`src/rtl/retreo_io_ctrl.sv`:
```
// retreo_io_ctrl: I/O controller for the ReTReO core.
// Per-channel input holding registers feed core reads; core writes go into a
// tagged show-ahead output FIFO. Stall is raised when a read targets an empty
// or nonexistent channel, or a write finds no FIFO slot. Override_Stall forces
// the request through and records the failure in a sticky error flag.
module retreo_io_ctrl #(
    parameter int WIDTH    = 16,
    parameter int CHANNELS = 4,
    parameter int DEPTH    = 4,
    localparam int CHAN_W  = (CHANNELS > 1) ? $clog2(CHANNELS) : 1
) (
    input  logic                      clk,
    input  logic                      rst_n,
    input  logic [CHANNELS*WIDTH-1:0] In_Data,
    input  logic [CHANNELS-1:0]       In_Valid,
    output logic [CHANNELS-1:0]       In_Ready,
    input  logic                      Core_Rd,
    input  logic [CHAN_W-1:0]         Core_Rd_Chan,
    output logic [WIDTH-1:0]          Core_Rd_Data,
    input  logic                      Core_Wr,
    input  logic [CHAN_W-1:0]         Core_Wr_Chan,
    input  logic [WIDTH-1:0]          Core_Wr_Data,
    input  logic                      Override_Stall,
    output logic                      Stall,
    output logic [WIDTH-1:0]          Out_Data,
    output logic [CHAN_W-1:0]         Out_Chan,
    output logic                      Out_Valid,
    input  logic                      Out_Ready,
    input  logic                      Err_Clr,
    output logic                      Underflow_Err,
    output logic                      Overflow_Err
);

    localparam int AW    = (DEPTH > 1) ? $clog2(DEPTH) : 1;
    localparam int CNT_W = AW + 1;

    // Input channel state
    logic [WIDTH-1:0]    hold_r [CHANNELS];
    logic [WIDTH-1:0]    last_r [CHANNELS];
    logic [CHANNELS-1:0] full_r;

    // Output FIFO state
    logic [WIDTH-1:0]    fifo_data_r [DEPTH];
    logic [CHAN_W-1:0]   fifo_chan_r [DEPTH];
    logic [AW-1:0]       wr_ptr_r;
    logic [AW-1:0]       rd_ptr_r;
    logic [CNT_W-1:0]    cnt_r;

    logic                underflow_r;
    logic                overflow_r;

    // Combinational control
    logic                sel_valid_s;
    logic                sel_full_s;
    logic                rd_miss_s;
    logic                rd_hit_s;
    logic                fifo_full_s;
    logic                pop_s;
    logic                can_push_s;
    logic                wr_fail_s;
    logic                stall_s;
    logic                push_s;
    logic                underflow_set_s;
    logic                overflow_set_s;
    logic [WIDTH-1:0]    rd_data_s;

    // Read selection, stall decision and the resulting per-cycle actions
    always_comb begin
        sel_valid_s = (int'(Core_Rd_Chan) < CHANNELS);
        sel_full_s  = 1'b0;
        rd_data_s   = '0;
        if (sel_valid_s) begin
            sel_full_s = full_r[Core_Rd_Chan];
            rd_data_s  = full_r[Core_Rd_Chan] ? hold_r[Core_Rd_Chan] : last_r[Core_Rd_Chan];
        end else begin
            sel_full_s = 1'b0;
            rd_data_s  = '0;
        end
        fifo_full_s     = (cnt_r == CNT_W'(DEPTH));
        pop_s           = (cnt_r != '0) & Out_Ready;
        can_push_s      = ~fifo_full_s | pop_s;
        rd_miss_s       = Core_Rd & ~sel_full_s;
        wr_fail_s       = Core_Wr & ~can_push_s;
        // Stall depends only on inputs and registered state, never on itself
        stall_s         = (rd_miss_s | wr_fail_s) & ~Override_Stall;
        rd_hit_s        = Core_Rd & sel_full_s & ~stall_s;
        push_s          = Core_Wr & can_push_s & ~stall_s;
        underflow_set_s = rd_miss_s & Override_Stall;
        overflow_set_s  = wr_fail_s & Override_Stall;
    end

    // Input capture and consumption per channel; capture needs ~full, a hit needs full
    always_ff @(posedge clk or negedge rst_n) begin
        if (!rst_n) begin
            full_r <= '0;
            for (int c = 0; c < CHANNELS; c++) begin
                hold_r[c] <= '0;
                last_r[c] <= '0;
            end
        end else begin
            for (int c = 0; c < CHANNELS; c++) begin
                if (In_Valid[c] && !full_r[c]) begin
                    hold_r[c] <= In_Data[c*WIDTH +: WIDTH];
                    full_r[c] <= 1'b1;
                end else if (rd_hit_s && (Core_Rd_Chan == CHAN_W'(c))) begin
                    full_r[c] <= 1'b0;
                    last_r[c] <= hold_r[c];
                end else begin
                    full_r[c] <= full_r[c];
                end
            end
        end
    end

    // Output FIFO storage, pointers and occupancy
    always_ff @(posedge clk or negedge rst_n) begin
        if (!rst_n) begin
            wr_ptr_r <= '0;
            rd_ptr_r <= '0;
            cnt_r    <= '0;
            for (int i = 0; i < DEPTH; i++) begin
                fifo_data_r[i] <= '0;
                fifo_chan_r[i] <= '0;
            end
        end else begin
            if (push_s) begin
                fifo_data_r[wr_ptr_r] <= Core_Wr_Data;
                fifo_chan_r[wr_ptr_r] <= Core_Wr_Chan;
                wr_ptr_r              <= wr_ptr_r + AW'(1);
            end else begin
                wr_ptr_r <= wr_ptr_r;
            end
            if (pop_s) begin
                rd_ptr_r <= rd_ptr_r + AW'(1);
            end else begin
                rd_ptr_r <= rd_ptr_r;
            end
            case ({push_s, pop_s})
                2'b10:   cnt_r <= cnt_r + CNT_W'(1);
                2'b01:   cnt_r <= cnt_r - CNT_W'(1);
                default: cnt_r <= cnt_r;
            endcase
        end
    end

    // Sticky error flags; a new failure wins over a simultaneous clear
    always_ff @(posedge clk or negedge rst_n) begin
        if (!rst_n) begin
            underflow_r <= 1'b0;
            overflow_r  <= 1'b0;
        end else begin
            if (underflow_set_s) begin
                underflow_r <= 1'b1;
            end else if (Err_Clr) begin
                underflow_r <= 1'b0;
            end else begin
                underflow_r <= underflow_r;
            end
            if (overflow_set_s) begin
                overflow_r <= 1'b1;
            end else if (Err_Clr) begin
                overflow_r <= 1'b0;
            end else begin
                overflow_r <= overflow_r;
            end
        end
    end

    assign In_Ready      = ~full_r;
    assign Core_Rd_Data  = rd_data_s;
    assign Stall         = stall_s;
    assign Out_Valid     = (cnt_r != '0);
    assign Out_Data      = (cnt_r != '0) ? fifo_data_r[rd_ptr_r] : '0;
    assign Out_Chan      = (cnt_r != '0) ? fifo_chan_r[rd_ptr_r] : '0;
    assign Underflow_Err = underflow_r;
    assign Overflow_Err  = overflow_r;

endmodule

```
`config.mk`:
```
export PLATFORM = sky130hd
export DESIGN_NAME = retreo_io_ctrl
export DESIGN_NICKNAME = d
export VERILOG_FILES = /design/src/rtl/retreo_io_ctrl.sv
export SDC_FILE = /design/constraint.sdc
export NUM_CORES = 1
export LEC_CHECK = 0
export CORE_MARGIN = 2
export CORE_UTILIZATION = 35
export DETAILED_ROUTE_END_ITERATION = 6
export RECOVER_POWER = 25
export SLEW_MARGIN = 5
export SYNTH_ARGS = -nofsm -noshare
export SYNTH_HDL_FRONTEND = slang
export SYNTH_SLANG_ARGS = --single-unit
```
`constraint.sdc`:
```
create_clock -name clk -period 2.9 [get_ports clk]
set_input_delay 0.58 -clock clk [delete_from_list [all_inputs] [get_ports clk]]
set_output_delay 0.58 -clock clk [all_outputs]
set_load 0.1 [all_outputs]
```
==> flow_summary.toml <==
[critical_path]
cp.required_ns = 2.32
startpoint_type = "input port"
r2r_start = "full_r[2]$_DFFE_PN0P_"
worst_setup_path_end_kind = "output port"
cp-startpoint = "Out_Ready"
critPathMaxFanout = 2
reg2reg_depth = 7
crit_arrival_ns = 2.25
worstSetupPathType = "input port to output port"

[floorplanning]
rows = 61
die_y_um = 171
initial_utilization_pct = 35.4
die_area_um2 = 29300
core_area_um2 = 27600
die_w_um = 171
io_pins = 137

[run_status]
failed_checks = "capacitance limit, slew limit"
status = "finished, violations left"

[detailed_routing]
route.met2.wl_mm = 11.7
first_iter_violations = 173
wire_per_inst_um = 20.0
route.met3.wl_mm = 1.41
antenna_violating_nets_post_route = 0
routed_wl_mm = 23.2
vias = 5708
top_layer_used = "met5"
first_pass_iters = 4
wl_met1_mm = 9.69
viasPerCell = 4.94
route.detailed.drc = 0

[logic_synthesis]
synthMuxAreaShare_pct = 37.5
synth_area_um2 = 9770
synth.net_count = 700
yosys.area_share.simple_pct = 3.39
async_flop_share_pct = 100
syn_inst = 599
synth.avg_cell_area_um2 = 16.3
synth_top_family_by_area = "multiplexers"
synth-compound-area-share_pct = 0.653
synth_xor_area_share_pct = 0.538
ys.flop_type = "dfrtp_1"
synth_seq_area_share_pct = 54.6
yosys_warnings = 0
synth_edf_count = 0
ys_ff_latch = 213
ys_types = 34
synth_fa_ha_area_share_pct = 0.845

[worst_hold_path]
hold_path_class = "register to register"
hold_depth = 1
min_from = "Overflow_Err$_DFFE_PN0P_"

[timing]
slew_headroom_pct = -31.5
worstMarginPinSlew_ns = 1.97
skew_ns = 0.0162
period_share_pct = 97.7
finalSetupViolCount = 0
rsz0062_at_grt = "false"
whs_ns = 0.500
setup_tns_ns = 0
slew_violations = 70
fmax_ghz = 0.353
hold_viol = 0
post-route-min-period_ns = 2.83

[global_routing]
grt_pass1_vias = 6539
grt_max_degree = 72
grt_pass1_wl_mm = 36.7
grt.overflow.total = 0
antenna_found_initial = 1
grtUsageTotal_pct = 16.1

[placed_design]
portBuffers = 136
place_inst = 1108
gp_congestion = 0.769
dp_hpwl_mm = 15.5

[cells_and_area]
drive_gt1_share_pct = 51.8
nets = 860
synthToLayoutAreaGrowth_pct = 32.4
fill_cells = 2415
final_cell_mix = "211 x dfrtp_1, 210 x mux2_2, 91 x clkdlybuf4s50_1, 51 x mux4_2, 44 x buf_12"
final_cells = 1156
final_util_pct = 46.8
mostFrequentLayoutCell = "dfrtp_1"
antenna_cells = 0

[clock_network]
clkTransAtPathRegs_ns = 0.06
cts_tree = "done"
clock_latency_ns = 0.52
cts_root_buffer = "clkbuf_16"
htreeDepth = 1
cts.sinks = 213
cts_max_path_buffers = 3
cts_buffers = 26

[power_and_ir_drop]
power_density_nw_per_um2 = 1290
ir_worst_vdd_uv = 1720
p_leak_nw = 5.33

[flow_run]
drv_cap = 1
[logic make-up (layout without fill, tap and decap cells)]
family / Yosys count / after routing
DFF: 213 / 213
and+or+nand+nor: 47 / 47
xor gates and xnor gates: 6 / 6
buffers and inverters: 50 / 229
adders and majority gates: 6 / 6
AOI/OAI and AO/OA: 6 / 6
muxes: 271 / 271
[report_power, final]
group,internal [mW],leakage [nW],switching [mW],total [mW]
combinational,3.85,2.42,4.63,8.48
clock,1.78,0.393,1.24,3.03
sequential,4.33,2.52,0.804,5.14
[state kept, by name, indices dropped and copies added, names as in the netlist]
name / count
full_r: 4
cnt_r: 3
last_r: 64
rd_ptr_r: 2
fifo_data_r: 64
fifo_chan_r: 8
Overflow_Err: 1
hold_r: 64
Underflow_Err: 1
wr_ptr_r: 2
[metrics by stage]
stage / setup slack [ns] / power, mW / area (um^2)
after floorplan: 0.182 / 10.7 / 9780
after global placement: -0.0391 / 13.5 / 12100
after detailed placement: -0.0685 / 13.7 / 12100
after CTS: 0.0244 / 16.8 / 12900
after global routing: 0.00180 / 17.4 / 12900
final: 0.0661 / 16.6 / 12900
[layout make-up]
type	count	area, um^2	area share [%]
clock buffer	39	749	5.79
timing repair buffer	169	2040	15.8
inverter	13	48.8	0.377
sequential	213	5330	41.2
multi-input combinational	336	4240	32.7
clock inverter	8	56.3	0.435
tap	378	473	3.66
[Yosys cell counts, types with 2 or more instances]
cell type | instances | area (um^2)
mux2_4 | 9 | 135
nor2b_1 | 4 | 25.0
nor2_1 | 8 | 30.0
buf_4 | 7 | 52.6
or3_1 | 2 | 12.5
dfrtp_1 | 213 | 5330
buf_1 | 4 | 15.0
mux2_2 | 210 | 2360
inv_1 | 13 | 48.8
buf_2 | 9 | 45.0
clkbuf_1 | 14 | 52.6
mux4_2 | 50 | 1130
nor4b_4 | 2 | 47.6
ha_1 | 5 | 62.6
nand2_1 | 2 | 7.51
o2bb2ai_1 | 2 | 17.5
buf_6 | 3 | 33.8
nor3b_1 | 4 | 30.0
xor2_1 | 3 | 26.3
xnor2_1 | 3 | 26.3
and2_1 | 19 | 119
[layer usage]
| layer | global-route usage (%) | up-vias |
|---|---|---|
| li1 | - | 2522 |
| met1 | 20.6 | 3021 |
| met2 | 28.1 | 129 |
| met3 | 3.82 | 34 |
| met4 | 3.02 | 2 |
| met5 | 0 | - |
[critical path, cell delays in order]
cell and delay, ns:
clkdlybuf4s50_1 0.43, or4b_4 0.50, buf_4 0.16, or2_4 0.24, a21oi_4 0.15, buf_12 0.19
[what timing repair did]
action / 4_1_cts / 5_1_grt
pin swaps: 1 / 1
buffers inserted: 1 / 0
hold buffers: 0 / 0
setup endpoints to repair: 17 / 1
gates resized for setup: 4 / 2
[path summary, 6_finish.rpt]
check                                                end  slack (ns)
min in group asynchronous         hold_r[56]$_DFFE_PN0P_        0.60
max in group asynchronous         hold_r[45]$_DFFE_PN0P_        0.74
worst min register to register  Overflow_Err$_DFFE_PN0P_        0.50
worst max register to register    last_r[29]$_DFFE_PN0P_        0.44
worst min-delay path            Overflow_Err$_DFFE_PN0P_        0.50
worst max-delay path                               Stall        0.07
(Power assumes the default switching activity.)
